`config.mk`:
```
export PLATFORM = sky130hd
export DESIGN_NAME = pc_fetch_ctrl
export DESIGN_NICKNAME = d
export VERILOG_FILES = /design/src/rtl/pc_pkg.sv /design/src/rtl/pc_next_calc.sv /design/src/rtl/pc_fetch_ctrl.sv
export SDC_FILE = /design/constraint.sdc
export NUM_CORES = 1
export LEC_CHECK = 0
export BUFFER_PORTS_ARGS = -buffer_cell sky130_fd_sc_hd__buf_4
export CORE_MARGIN = 2
export CORE_UTILIZATION = 52
export DETAILED_ROUTE_END_ITERATION = 8
export PLACE_DENSITY = 0.77
export SYNTH_ARGS = -nofsm -noshare
export SYNTH_HDL_FRONTEND = slang
export SYNTH_SLANG_ARGS = --single-unit
```
`constraint.sdc`:
```
create_clock -name clk -period 4.2 [get_ports clk]
set_input_delay 0.21 -clock clk [delete_from_list [all_inputs] [get_ports clk]]
set_output_delay 0.21 -clock clk [all_outputs]
set_load 0.02 [all_outputs]
```
`src/rtl/pc_pkg.sv`:
```
// Shared types for the program-counter / fetch sequencer.
package pc_pkg;

  // Default program-counter and LUT target width.
  localparam int PC_W = 10;

  // Top-level sequencing states.
  typedef enum logic [1:0] {
    IDLE = 2'd0,
    RUN  = 2'd1,
    DONE = 2'd2
  } fetch_state_t;

  // Source of the next program counter.
  typedef enum logic [1:0] {
    NPC_HOLD = 2'd0,
    NPC_INC  = 2'd1,
    NPC_ABS  = 2'd2,
    NPC_REL  = 2'd3
  } npc_sel_t;

endpackage

```
`src/rtl/pc_next_calc.sv`:
```
// Next-PC arithmetic: hold, increment, absolute load or signed-relative add.
// All sums are truncated to D bits, giving modulo-2^D wrap.
module pc_next_calc
  import pc_pkg::*;
#(
  parameter int D = PC_W
) (
  input  logic [D-1:0] prog_ctr,
  input  logic [D-1:0] lut_target,
  input  npc_sel_t     sel,
  output logic [D-1:0] next_pc
);

  localparam logic [D-1:0] ONE = {{(D-1){1'b0}}, 1'b1};

  // Select the next PC; a relative offset is two's complement, so a plain
  // D-bit add already implements the signed displacement.
  always_comb begin
    next_pc = prog_ctr;
    case (sel)
      NPC_HOLD: next_pc = prog_ctr;
      NPC_INC:  next_pc = prog_ctr + ONE;
      NPC_ABS:  next_pc = lut_target;
      NPC_REL:  next_pc = prog_ctr + lut_target;
      default:  next_pc = prog_ctr;
    endcase
  end

endmodule

```
`src/rtl/pc_fetch_ctrl.sv`:
```
// Program-counter and fetch sequencer. Drives the branch-target LUT index,
// consumes the LUT target in the same cycle and registers the next PC.
module pc_fetch_ctrl
  import pc_pkg::*;
#(
  parameter int D  = PC_W,
  parameter int CW = 16
) (
  input  logic          clk,
  input  logic          reset,
  input  logic          start,
  input  logic          stall,
  input  logic          halt_req,
  input  logic          branch_en,
  input  logic          branch_taken,
  input  logic          jump_abs,
  input  logic [3:0]    lut_idx,
  output logic [3:0]    lut_addr,
  input  logic [D-1:0]  lut_target,
  output logic [D-1:0]  prog_ctr,
  output logic          running,
  output logic          done,
  output logic [CW-1:0] instr_count
);

  localparam logic [CW-1:0] CNT_MAX = {CW{1'b1}};
  localparam logic [CW-1:0] CNT_ONE = {{(CW-1){1'b0}}, 1'b1};

  fetch_state_t  state;
  fetch_state_t  next_state;
  npc_sel_t      pc_sel;
  logic          clear;
  logic          cnt_inc;
  logic [D-1:0]  next_pc;

  // The LUT is read combinationally so target and decision resolve together.
  assign lut_addr = lut_idx;

  pc_next_calc #(.D(D)) u_next (
    .prog_ctr   (prog_ctr),
    .lut_target (lut_target),
    .sel        (pc_sel),
    .next_pc    (next_pc)
  );

  // Next-state and datapath control; stall beats halt, halt beats branch.
  always_comb begin
    next_state = state;
    pc_sel     = NPC_HOLD;
    clear      = 1'b0;
    cnt_inc    = 1'b0;
    case (state)
      IDLE: begin
        if (start) begin
          next_state = RUN;
          clear      = 1'b1;
        end else begin
          next_state = IDLE;
        end
      end
      RUN: begin
        if (stall) begin
          pc_sel = NPC_HOLD;
        end else if (halt_req) begin
          next_state = DONE;
          pc_sel     = NPC_HOLD;
          cnt_inc    = 1'b1;
        end else if (branch_en && branch_taken) begin
          pc_sel  = jump_abs ? NPC_ABS : NPC_REL;
          cnt_inc = 1'b1;
        end else begin
          pc_sel  = NPC_INC;
          cnt_inc = 1'b1;
        end
      end
      DONE: begin
        if (start) begin
          next_state = RUN;
          clear      = 1'b1;
        end else begin
          next_state = DONE;
        end
      end
      default: begin
        next_state = IDLE;
      end
    endcase
  end

  // State, PC, retire counter and status flags; reset overrides everything.
  always_ff @(posedge clk) begin
    if (reset) begin
      state       <= IDLE;
      prog_ctr    <= {D{1'b0}};
      instr_count <= {CW{1'b0}};
      running     <= 1'b0;
      done        <= 1'b0;
    end else begin
      state   <= next_state;
      running <= (next_state == RUN);
      done    <= (next_state == DONE);
      if (clear) begin
        prog_ctr    <= {D{1'b0}};
        instr_count <= {CW{1'b0}};
      end else begin
        prog_ctr <= next_pc;
        if (cnt_inc && (instr_count != CNT_MAX)) begin
          instr_count <= instr_count + CNT_ONE;
        end else begin
          instr_count <= instr_count;
        end
      end
    end
  end

endmodule

```
# --- Word level (Yosys, flattened, before mapping) ---
# Index checks and enable logic that the tools add are counted.
word_totals:
  inputBits: 22
  elab_cells: 37
  latchBits: 0
  mem_count: 0
  register_bits: 30
  rom_bits: 0
  ramBits: 0
classes:
  shift: 0
  div_mod_pow: 0
  add_sub_neg: 3
  mul: 0
  reduce_logical: 6
  order_cmp: 0
  bitwise: 0
  eq_ne: 8
  n_mux: 15
op_table:
  columns: ["op", "n"]
  rows:
  - ["$pmux W10 S3", 1]
  - ["$add A16 B1 Y16 const B", 1]
  - ["$ne A16 B16 Y1 const B", 1]
  - ["$mux W2", 7]
  - ["$add A10 B1 Y10 const B", 1]
  - ["$add A10 B10 Y10", 1]
  - ["$eq A2 B2 Y1 const B", 4]
  - ["$eq A2 B1 Y1 const B", 3]
  - ["$mux W1", 6]
  - ["$pmux W2 S3", 1]
  - ["$logic_not A2 Y1", 2]
  - ["$reduce_or A2 Y1", 2]
  - ["$logic_and A1 B1 Y1", 2]

# --- Logic depth before layout (Yosys ltp) ---
# Gate-level depths: netlist (run 1).
logic_depth:
  word_depth: 7
  ltp_mapped: 11
  depth_no_buf: 10

# --- Cells and area by module ---
# From an unflattened synthesis (run 1), not the netlist that was laid out.
unflattened:
  cells_unflattened: 243
  hier_area_um2: 1966.9
by_module_without_submodules:
  columns: ["module", "instances", "area_each_um2", "cells_per_inst"]
  rows:
  - ["pc_fetch_ctrl", 1, 1278.7, 144]
  - ["pc_next_calc", 1, 688.2, 99]

# --- Least setup slack after synthesis (run 1) ---
# OpenSTA, ideal clock, no wires.
synth_timing:
  path_type: "register to register"
  from: "register state[0]"
  to: "register prog_ctr[6]"
  setup_time_ns: 0.115
  stages_incl_launch_ff: 12
  required_time_ns: 4.085
  period_less_slack_ns: 3.134
  path_slack_ns: 1.066
  arrival_ns: 3.020
  path_cell_list: "dfxtp_1 or4b_4 buf_6 nor3_1 nand2b_1 ha_1 fa_1 a211oi_1 o21bai_1 a21oi_1 xor2_1 a2111oi_0"
synth_between:
  elab_chain_cells: 4
synth_rtl:
  columns: ["item", "line_no", "text"]
  rows:
  - ["start: declaration", "pc_fetch_ctrl.sv:29", "fetch_state_t state;"]
  - ["start signal: assignment", "pc_fetch_ctrl.sv:99", "state <= next_state;"]
  - ["$eq A2 B1 Y1, or another cell as far along", "pc_fetch_ctrl.sv:52", "case (state)"]
  - ["$mux W2 / $reduce_or A2 Y1 (equally long branches)", null, null]
  - ["$eq A2 B2 Y1, or another cell as far along", "pc_next_calc.sv:20", "case (sel)"]
  - ["$pmux W10 S3 / $reduce_or A2 Y1 (equally long branches)", null, null]
  - ["end signal: assignment", "pc_fetch_ctrl.sv:94", "prog_ctr <= {D{1'b0}};"]
  - ["end signal: assignment", "pc_fetch_ctrl.sv:103", "prog_ctr <= {D{1'b0}};"]
  - ["end signal: assignment", "pc_fetch_ctrl.sv:106", "prog_ctr <= next_pc;"]
  - ["end: declaration", "pc_fetch_ctrl.sv:20", "output logic [D-1:0] prog_ctr,"]
# Several ways; a longest one is shown, not always the timed one.
# A chain may end at the register's enable or synchronous reset.

# --- Final worst setup path (run 1) ---
# Ends and elaborated chain as after synthesis.

==> results of run 1 <==
-- sequential cells by signal (all words and copies together), names as in the netlist --
| register | count |
|---|---|
| running | 1 |
| done | 1 |
| state | 2 |
| prog_ctr | 10 |
| instr_count | 16 |
-- worst max path at each step --
stage,cells after the start,from,to
floorplan,11,state[0],prog_ctr[6]
global placement,12,halt_req,prog_ctr[6]
detailed placement,12,halt_req,prog_ctr[6]
CTS,11,state[0],prog_ctr[6]
global route,11,state[0],prog_ctr[6]
finish,11,state[0],prog_ctr[6]
-- power by group through the flow --
stage	clock network [uW]	logic [uW]	registers [uW]
CTS	163	56.4	292
detailed placement	0	55.9	298
global route	179	61.2	292
finish	161	56.3	292
global placement	0	55.4	298
floorplan	0	32.1	301
-- worst max-delay path: cells and delay by family, from the launching register on --
| kind | cells | cell delay [ns] |
|---|---|---|
| AO/OA/AOI/OAI | 4 | 0.96 |
| XOR/XNOR | 1 | 0.08 |
| adder cells (fa/ha/maj) | 2 | 0.64 |
| flip-flops | 1 | 0.39 |
| buffers and inverters | 1 | 0.18 |
| AND/OR/NAND/NOR | 3 | 0.87 |
-- placed cells by master, fill, tap and decap left out, types with 6 or more instances in the layout --
cell	n
and2_1	10
buf_4	46
xor2_1	10
ha_1	10
nand3_1	8
dfxtp_1	30
nand2_1	16
xnor2_1	6
a21oi_1	21
nor2_1	21
o21ai_0	11
-- cells in the mapped netlist, types with 4 or more instances --
master    instances  area [um^2]
and4_1            5        43.79
a211oi_1          4        30.03
a21oi_1          21        105.1
nand2_1          16        60.06
nor2_1           21        78.83
o21ai_0          11        55.05
nand3_1           8        40.04
and2_1           10        62.56
nor3_1            5        25.02
xor2_1           10        87.58
buf_4             4        30.03
dfxtp_1          30        600.6
xnor2_1           6        52.55
o211ai_1          4        30.03
inv_1             4        15.01
ha_1             10        125.1
-- kinds of logic after synthesis --
logic type                 share of synthesized area [%]
AOI/OAI and AO/OA                                  20.77
adders and majority gates                          7.796
DFF                                                32.26
and+or+nand+nor                                    26.14
muxes                                              1.613
xor gates and xnor gates                           7.527
buffers and inverters                              3.897
-- cell type report --
class,count,share of cell area (%)
multi-input combinational,177,52.72
sequential,30,26.64
timing repair buffer,46,15.32
tap,46,2.553
clock buffer,5,1.665
inverter,4,0.6659
clock inverter,2,0.4440
-- per-stage QoR --
| step | utilization [%] | setup slack [ns] | area, um^2 | total power, uW | instances |
|---|---|---|---|---|---|
| final | 66.52 | 0.9500 | 2255 | 508.3 | 310 |
| after global routing | 66.52 | 0.8112 | 2255 | 532.8 | 310 |
| after CTS | 66.52 | 0.9371 | 2255 | 511.1 | 310 |
| after detailed placement | 65.12 | 0.9396 | 2207 | 354.0 | 303 |
| after global placement | 65.12 | 1.047 | 2207 | 353.4 | 303 |
| after floorplan | - | 1.066 | 1862 | 333.2 | 220 |
-- layer usage --
| layer | wire (um) | track usage (%) | vias to the layer above |
|---|---|---|---|
| met5 | 0 | 0 | - |
| met4 | 61 | 8.696 | 0 |
| met3 | 216 | 6.162 | 7 |
| met2 | 1850 | 31.38 | 41 |
| met1 | 2217 | 31.38 | 789 |
| li1 | - | - | 894 |
==> flow_metrics.tcl, run 1 <==
set metrics [dict create \
    status "finished, final reports clean" \
    detail_route.wl_per_cell_um 14.02 \
    p_sw_uw 135.5 \
    cts-resized-gates 0 \
    power_density_nw_per_um2 225.4 \
    switching_share_pct 26.65 \
    synth_nets 253 \
    seq_area_frac_synth_pct 32.26 \
    start_util_pct 54.93 \
    path_cells "or4b_4 > nor3_1 > buf_4 > nand2b_1 > ha_1 > fa_1 > a211oi_1 > o21bai_1 > a21oi_1 > xor2_1 > a2111oi_0" \
    antenna_left 0 \
    pwr-share-clk_pct 31.6 \
    clk_latency_ns 0.34 \
    cts_buffers 5 \
    min_period_over_period_pct 77.38 \
    syn_area_per_cell_um2 8.463 \
    r2r-start "state[0]" \
    regToRegEndpoint "prog_ctr[6]" \
    finalCriticalPeriod_ns 3.250 \
    post_cts_buffers 0 \
    peakVddDrop_v 0.0001888 \
    vias 1731 \
    power.leakage_uw 0.0009864 \
    hold_buffers 0 \
    end_kind "flop" \
    tns_ns 0 \
    worstPathArrival_ns 3.46 \
    setup_viol 0 \
    yosys_warnings 0 \
    synth.distinct_cells 50 \
    cts_sinks 30 \
    grt_overflow 0 \
    internal_power_uw 372.8 \
    clockBufferDepth 2 \
    maxSlewViolCount 0 \
    finalWirelength_mm 4.346 \
    nets 297 \
    synth_edf_count 0 \
    drtPass1Iterations 4 \
    coreArea_um2 3390 \
    antenna_cells 0 \
    whs_path_depth 2 \
    tightest_slew_ns 0.8508 \
    post-route-drc-count 0 \
    fmax_mhz 307.7 \
    io_pins 54 \
    drt_iter0_markers 135 \
    register_area_um2 600.6 \
    crit_slowest_cell "or4b_4" \
    critPathMaxFanout 11 \
    layout-drive-gt1-share_pct 24.24 \
    regToRegSetupSlack_ns 0.95 \
    hold_ws_ns 0.06352 \
    grt_max_degree 23 \
    fin_skew_ns 0.007593 \
    first_global_vias 1519 \
    hold_class "in -> reg" \
    port_buffers 45 \
    ys_seq_elements 30 \
    seq_power_share_pct 57.4 \
    htree_levels 2 \
    dieHeight_um 63.84 \
    die_w_um 63.84 \
    slowest_delay_ns 0.59 \
    timing.slew.headroom_pct 43.28 \
    drv_cap 0 \
    min_from "reset" \
    antenna_found_initial 0 \
    via_per_inst 5.584 \
    ff2ff_path_depth 11 \
    synth_area_um2 1862 \
    hold_end "state[0]" \
    finalWeightedCongestion 0.8800 \
    critPathRequiredTime_ns 4.41 \
    dieArea_um2 4075 \
    area_growth_syn_to_layout_pct 21.10 \
    root_buffer "clkbuf_4" \
    multi_input_area_um2 1189 \
    dp.final_hpwl_mm 3.228 \
    cts_tree "yes" \
    fillerInstances 302 \
    cp-start-kind "flop" \
    synth_ff_type "dfxtp_1" \
    grt_pass1_wl_mm 7.051 \
    p_comb_share_pct 11.1 \
    hold_viol_final 0 \
    rsz0062_at_grt "false" \
    worst-setup-path-type "reg -> reg" \
    grtUsageTotal_pct 22.08 \
    path_clk_slew_ns 0.09 \
    syn_inst 220 \
    async_flop_share_pct 0 \
    num_rows 21 \
]
Power figures use the tool's default switching activity.
==> run 2: changes to the inputs <==
Clock period 4.2 ns to 3 ns, I/O delays scaled along.
==> run 2 against run 1 <==
  * Via count increased by 2.3%
  * Worst setup slack got worse by 0.78 ns
  * Flip-flop and latch count unchanged
  * Largest cell class unchanged
  * Largest power group unchanged
==> flow_metrics.tcl, run 2 (synthesized netlist as in run 1, its figures left out) <==
set metrics [dict create \
    die_w_um 63.84 \
    post_cts_buffers 0 \
    regToRegEndpoint "prog_ctr[6]" \
    via_per_inst 5.622 \
    fillerInstances 291 \
    cp-start-kind "flop" \
    min_from "lut_target[5]" \
    layout_commonest_cell "buf_4" \
    worst-setup-path-type "reg -> reg" \
    crit_start "state[1]" \
    seq_power_share_pct 53.8 \
    worstPathArrival_ns 3.06 \
    dp.final_hpwl_mm 3.217 \
    grtUsageTotal_pct 23.68 \
    maxSlewViolCount 0 \
    post-route-drc-count 0 \
    detail_route.wl_per_cell_um 13.76 \
    status "finished, final reports clean" \
    register_area_um2 601.8 \
    reg.largest.list "instr_count x16, prog_ctr x10, state x2" \
    rsz0062_at_grt "false" \
    first_global_vias 1683 \
    clockBufferDepth 2 \
    root_buffer "clkbuf_4" \
    dieHeight_um 63.84 \
    crit_end "prog_ctr[6]" \
    nets 301 \
    area_growth_syn_to_layout_pct 25.34 \
    place_area_um2 2235 \
    cts_tree "yes" \
    finalWirelength_mm 4.335 \
    multi_input_area_um2 1217 \
    fmax_mhz 353.2 \
    path_clk_slew_ns 0.10 \
    vias 1771 \
    grt_overflow 0 \
    finalCriticalPeriod_ns 2.831 \
    layout-drive-gt1-share_pct 27.51 \
    power_density_nw_per_um2 325.4 \
    pwr-share-clk_pct 34.9 \
    finalWeightedCongestion 0.8310 \
    hold_class "in -> reg" \
    start_util_pct 54.93 \
    antenna_left 0 \
    tightest_slew_ns 0.9218 \
    io_pins 54 \
    hold_viol_final 0 \
    tns_ns 0 \
    antenna_found_initial 0 \
    p_comb_share_pct 11.3 \
    drt_iter0_markers 109 \
    grt_max_degree 23 \
    peakVddDrop_v 0.0003100 \
    dieArea_um2 4075 \
    largest_reg_flops 16 \
    coreArea_um2 3390 \
    grt_pass1_wl_mm 7.576 \
    end_kind "flop" \
    num_rows 21 \
    min_period_over_period_pct 94.38 \
    drtPass1Iterations 4 \
    cts_buffers 5 \
    port_buffers 45 \
    clk_latency_ns 0.34 \
    power.leakage_uw 0.001015 \
    r2r-start "state[1]" \
    critPathRequiredTime_ns 3.23 \
    top_register "instr_count" \
    drv_cap 0 \
    ff2ff_path_depth 10 \
    final_cell_mix "buf_4 (49), dfxtp_1 (29), nor2_1 (21)" \
    timing.slew.headroom_pct 38.54 \
    postLayoutCellArea_um2 2333 \
    switching_share_pct 26.96 \
    htree_levels 2 \
    utilization_pct 68.84 \
    internal_power_uw 554.5 \
    antenna_cells 0 \
    cts_sinks 30 \
    p_sw_uw 204.7 \
    critPathMaxFanout 5 \
    fin_skew_ns 0.01100 \
    regToRegSetupSlack_ns 0.17 \
    setup_viol 0 \
]
## run 2: worst min path at each step
stage / endpoint / slack (ns) / cells after the start
after floorplan: running / 0.22 / 1
after global placement: lut_addr[0] / 0.30 / 0
after detailed placement: lut_addr[0] / 0.30 / 0
after CTS: prog_ctr[5] / 0.1 / 3
after global routing: prog_ctr[5] / 0.11 / 3
final: prog_ctr[5] / 0.10 / 3
## run 2: power groups by stage
| stage | sequential (uW) | clock (uW) | combinational [uW] |
|---|---|---|---|
| 6_report | 408 | 265 | 85.5 |
| 5_1_grt | 409 | 292 | 95.0 |
| 4_1_cts | 408 | 273 | 84.6 |
| 3_5_place_dp | 417 | 0 | 82.4 |
| 3_3_place_gp | 417 | 0 | 81.3 |
| 2_1_floorplan | 422 | 0 | 45.2 |
## run 2: final cells by class
type	instances	share of cell area [%]
Timing Repair Buffer	50	16.19
Clock inverter	2	0.5362
Inverter	4	0.6434
Tap cell	46	2.466
Clock buffer	6	2.198
Multi-Input combinational cell	177	52.17
Sequential cell	30	25.79
## run 2: worst max-delay path, cell delays in order, from the launching register on
cell	delay, ns
dfxtp_1	0.35
or4b_4	0.51
nor3_4	0.20
nand2b_1	0.08
ha_1	0.22
fa_2	0.38
a211oi_2	0.24
o21bai_1	0.13
a21oi_1	0.17
xor2_1	0.10
a2111oi_2	0.35
## run 2: metrics by stage
| step | hold slack [ns] | total power, uW | instances | setup slack (ns) |
|---|---|---|---|---|
| 6_report | 0.1049 | 759.2 | 315 | 0.1687 |
| 5_1_grt | 0.1091 | 796.6 | 315 | 0.02218 |
| 4_1_cts | 0.09829 | 765.6 | 315 | 0.001451 |
| 3_5_place_dp | 0.3002 | 499.7 | 306 | 0.01542 |
| 3_3_place_gp | 0.3002 | 498.4 | 306 | 0.1599 |
| 2_1_floorplan | 0.2191 | 466.7 | 220 | 0.01178 |
## run 2: routing by layer
metal	share of wire, %	wire (um)	GRT usage [%]
met2	44	1921	37.24
met1	50	2163	30.63
met5	0	0	0
met4	1.9	84	10.33
met3	3.8	166	5.986
## run 2: timing repair
action,in CTS,in global routing
hold buffers,1,0
setup endpoints to repair,1,2
pin swaps,0,1
resized for setup,2,5
hold endpoints to repair,4,0
==> run 3: changes to the inputs <==
Settings changed: PLACE_DENSITY 0.77 to unset, PLACE_DENSITY_LB_ADDON set to 0.1.
==> run 3 against run 2 <==
  * Combinational power decreased by 3.6%
  * Sequential share of layout area decreased by 0.055 points
  * Flip-flop and latch count unchanged
  * First-iteration DRC count decreased by 29%
  * Register-to-register slack improved by 0.04 ns
  * Cell count increased by 0.32%
  * Largest cell class unchanged
  * Largest power group unchanged
  * Highest routed layer unchanged
==> flow_metrics.tcl, run 3 (synthesized netlist as in run 1, its figures left out) <==
set metrics [dict create \
    status "finished, final reports clean" \
    tns_ns 0 \
    reg.largest.list "instr_count x16, prog_ctr x10, state x2" \
    top_register "instr_count" \
    dieArea_um2 4075 \
    path_cells "or4b_4 > nor3_2 > buf_4 > and2_1 > ha_1 > a21o_1 > a21oi_2 > buf_4 > a21oi_1 > or3b_2 > a21oi_1" \
    first_global_vias 1623 \
    end_kind "flop" \
    critPathMaxFanout 8 \
    rsz0062_at_grt "false" \
    clk_latency_ns 0.35 \
    clockBufferDepth 2 \
    detail_route.wl_per_cell_um 13.76 \
    coreArea_um2 3390 \
    layout_commonest_cell "buf_4" \
    hold_viol_final 0 \
    htree_levels 2 \
    worst-setup-path-type "reg -> reg" \
    critPathRequiredTime_ns 3.28 \
    drt_iter0_markers 77 \
    grtUsageTotal_pct 22.41 \
    crit_slowest_cell "or4b_4" \
    vias 1760 \
    antenna_found_initial 0 \
    cp-start-kind "flop" \
    finalWirelength_mm 4.349 \
    finalCriticalPeriod_ns 2.792 \
    post-route-drc-count 0 \
    peakVddDrop_v 0.0001886 \
    dieHeight_um 63.84 \
    start_util_pct 54.93 \
    drtPass1Iterations 4 \
    grt_pass1_wl_mm 7.258 \
    finalWeightedCongestion 0.8882 \
    timing.slew.headroom_pct 35.53 \
    largest_reg_flops 16 \
    cts_sinks 30 \
    port_buffers 45 \
    power.total_uw 764.8 \
    maxSlewViolCount 0 \
    drv_cap 0 \
    ff2ff_path_depth 11 \
    root_buffer "clkbuf_4" \
    power.leakage_uw 0.001014 \
    antenna_left 0 \
    num_rows 21 \
    hold_class "in -> reg" \
    regToRegEndpoint "prog_ctr[5]" \
    path_clk_slew_ns 0.11 \
    crit_start "state[1]" \
    die_w_um 63.84 \
    via_per_inst 5.570 \
    min_period_over_period_pct 93.06 \
    r2r-start "state[1]" \
    dp.final_hpwl_mm 3.167 \
    setup_viol 0 \
    grt_max_degree 23 \
    final_cell_mix "buf_4 (50), dfxtp_1 (29), nor2_1 (21)" \
    power_density_nw_per_um2 327.1 \
    fin_skew_ns 0.003781 \
    area_growth_syn_to_layout_pct 25.60 \
    regToRegSetupSlack_ns 0.21 \
    cts_tree "yes" \
    layout-drive-gt1-share_pct 28.15 \
    slowest_delay_ns 0.49 \
    tightest_slew_ns 0.9671 \
    io_pins 54 \
    worstPathArrival_ns 3.08 \
    nets 302 \
    cts_buffers 5 \
    grt_overflow 0 \
    antenna_cells 0 \
    fmax_mhz 358.2 \
    crit_end "prog_ctr[5]" \
]
## run 3: through the flow
step | utilization (%) | instances | hold slack (ns) | cell area [um^2] | worst slack (ns)
6_report | 68.99 | 316 | 0.1009 | 2338 | 0.2081
3_5_place_dp | 66.15 | 307 | 0.3002 | 2242 | 0.1352
5_1_grt | 68.99 | 316 | 0.09644 | 2338 | 0.01827
4_1_cts | 68.33 | 316 | 0.09117 | 2316 | 0.1044
3_3_place_gp | 66.15 | 307 | 0.3002 | 2242 | 0.2109
2_1_floorplan | - | 220 | 0.2191 | 1867 | 0.01178
## run 3: how the worst min path moves through the flow
stage                       start          end  slack [ns]  cells after the start
CTS                 lut_target[3]  prog_ctr[3]        0.09                      3
global placement       lut_idx[2]  lut_addr[2]        0.30                      0
floorplan                   reset      running        0.22                      1
global route             halt_req     state[0]         0.1                      3
finish              lut_target[4]  prog_ctr[4]        0.10                      3
detailed placement     lut_idx[2]  lut_addr[2]        0.30                      0
## run 3: final cells by class
class | count | area, um^2
multi-input cells | 177 | 1215
fillers | 291 | 1051
flip-flops and latches | 30 | 601.8
repair buffers | 51 | 385.4
well taps | 46 | 57.56
clock buffers | 6 | 51.30
inverters | 4 | 15.01
clock inverters | 2 | 12.51
## run 3: where the power goes
group | switching [uW] | internal, uW | total, uW
Sequential | 4.66 | 404 | 409
Combinational | 45.4 | 37.1 | 82.4
Clock | 161 | 113 | 274
## run 3: routing by layer
metal	vias to the layer above	share of wire (%)	wire length, um	track usage, %
li1	905	-	-	-
met1	804	46	1981	28.13
met2	42	48	2074	37.24
met3	9	5.5	241	5.986
met4	0	1.2	51	7.065
met5	-	0	0	0
## run 3: worst max-delay path: cells and delay by family, from the launching register on
family | cells | cell delay, ns
AND/OR/NAND/NOR | 4 | 1.24
AO/OA/AOI/OAI | 4 | 0.55
flip-flops | 1 | 0.36
buffers and inverters | 2 | 0.31
adder cells (fa/ha/maj) | 1 | 0.27
## run 3: repair_timing
action | in CTS | in global routing
endpoints found under the hold margin | 4 | 0
hold buffers | 1 | 0
setup endpoints to repair | 0 | 4
buffers inserted | 0 | 0
gates resized for setup | 0 | 7
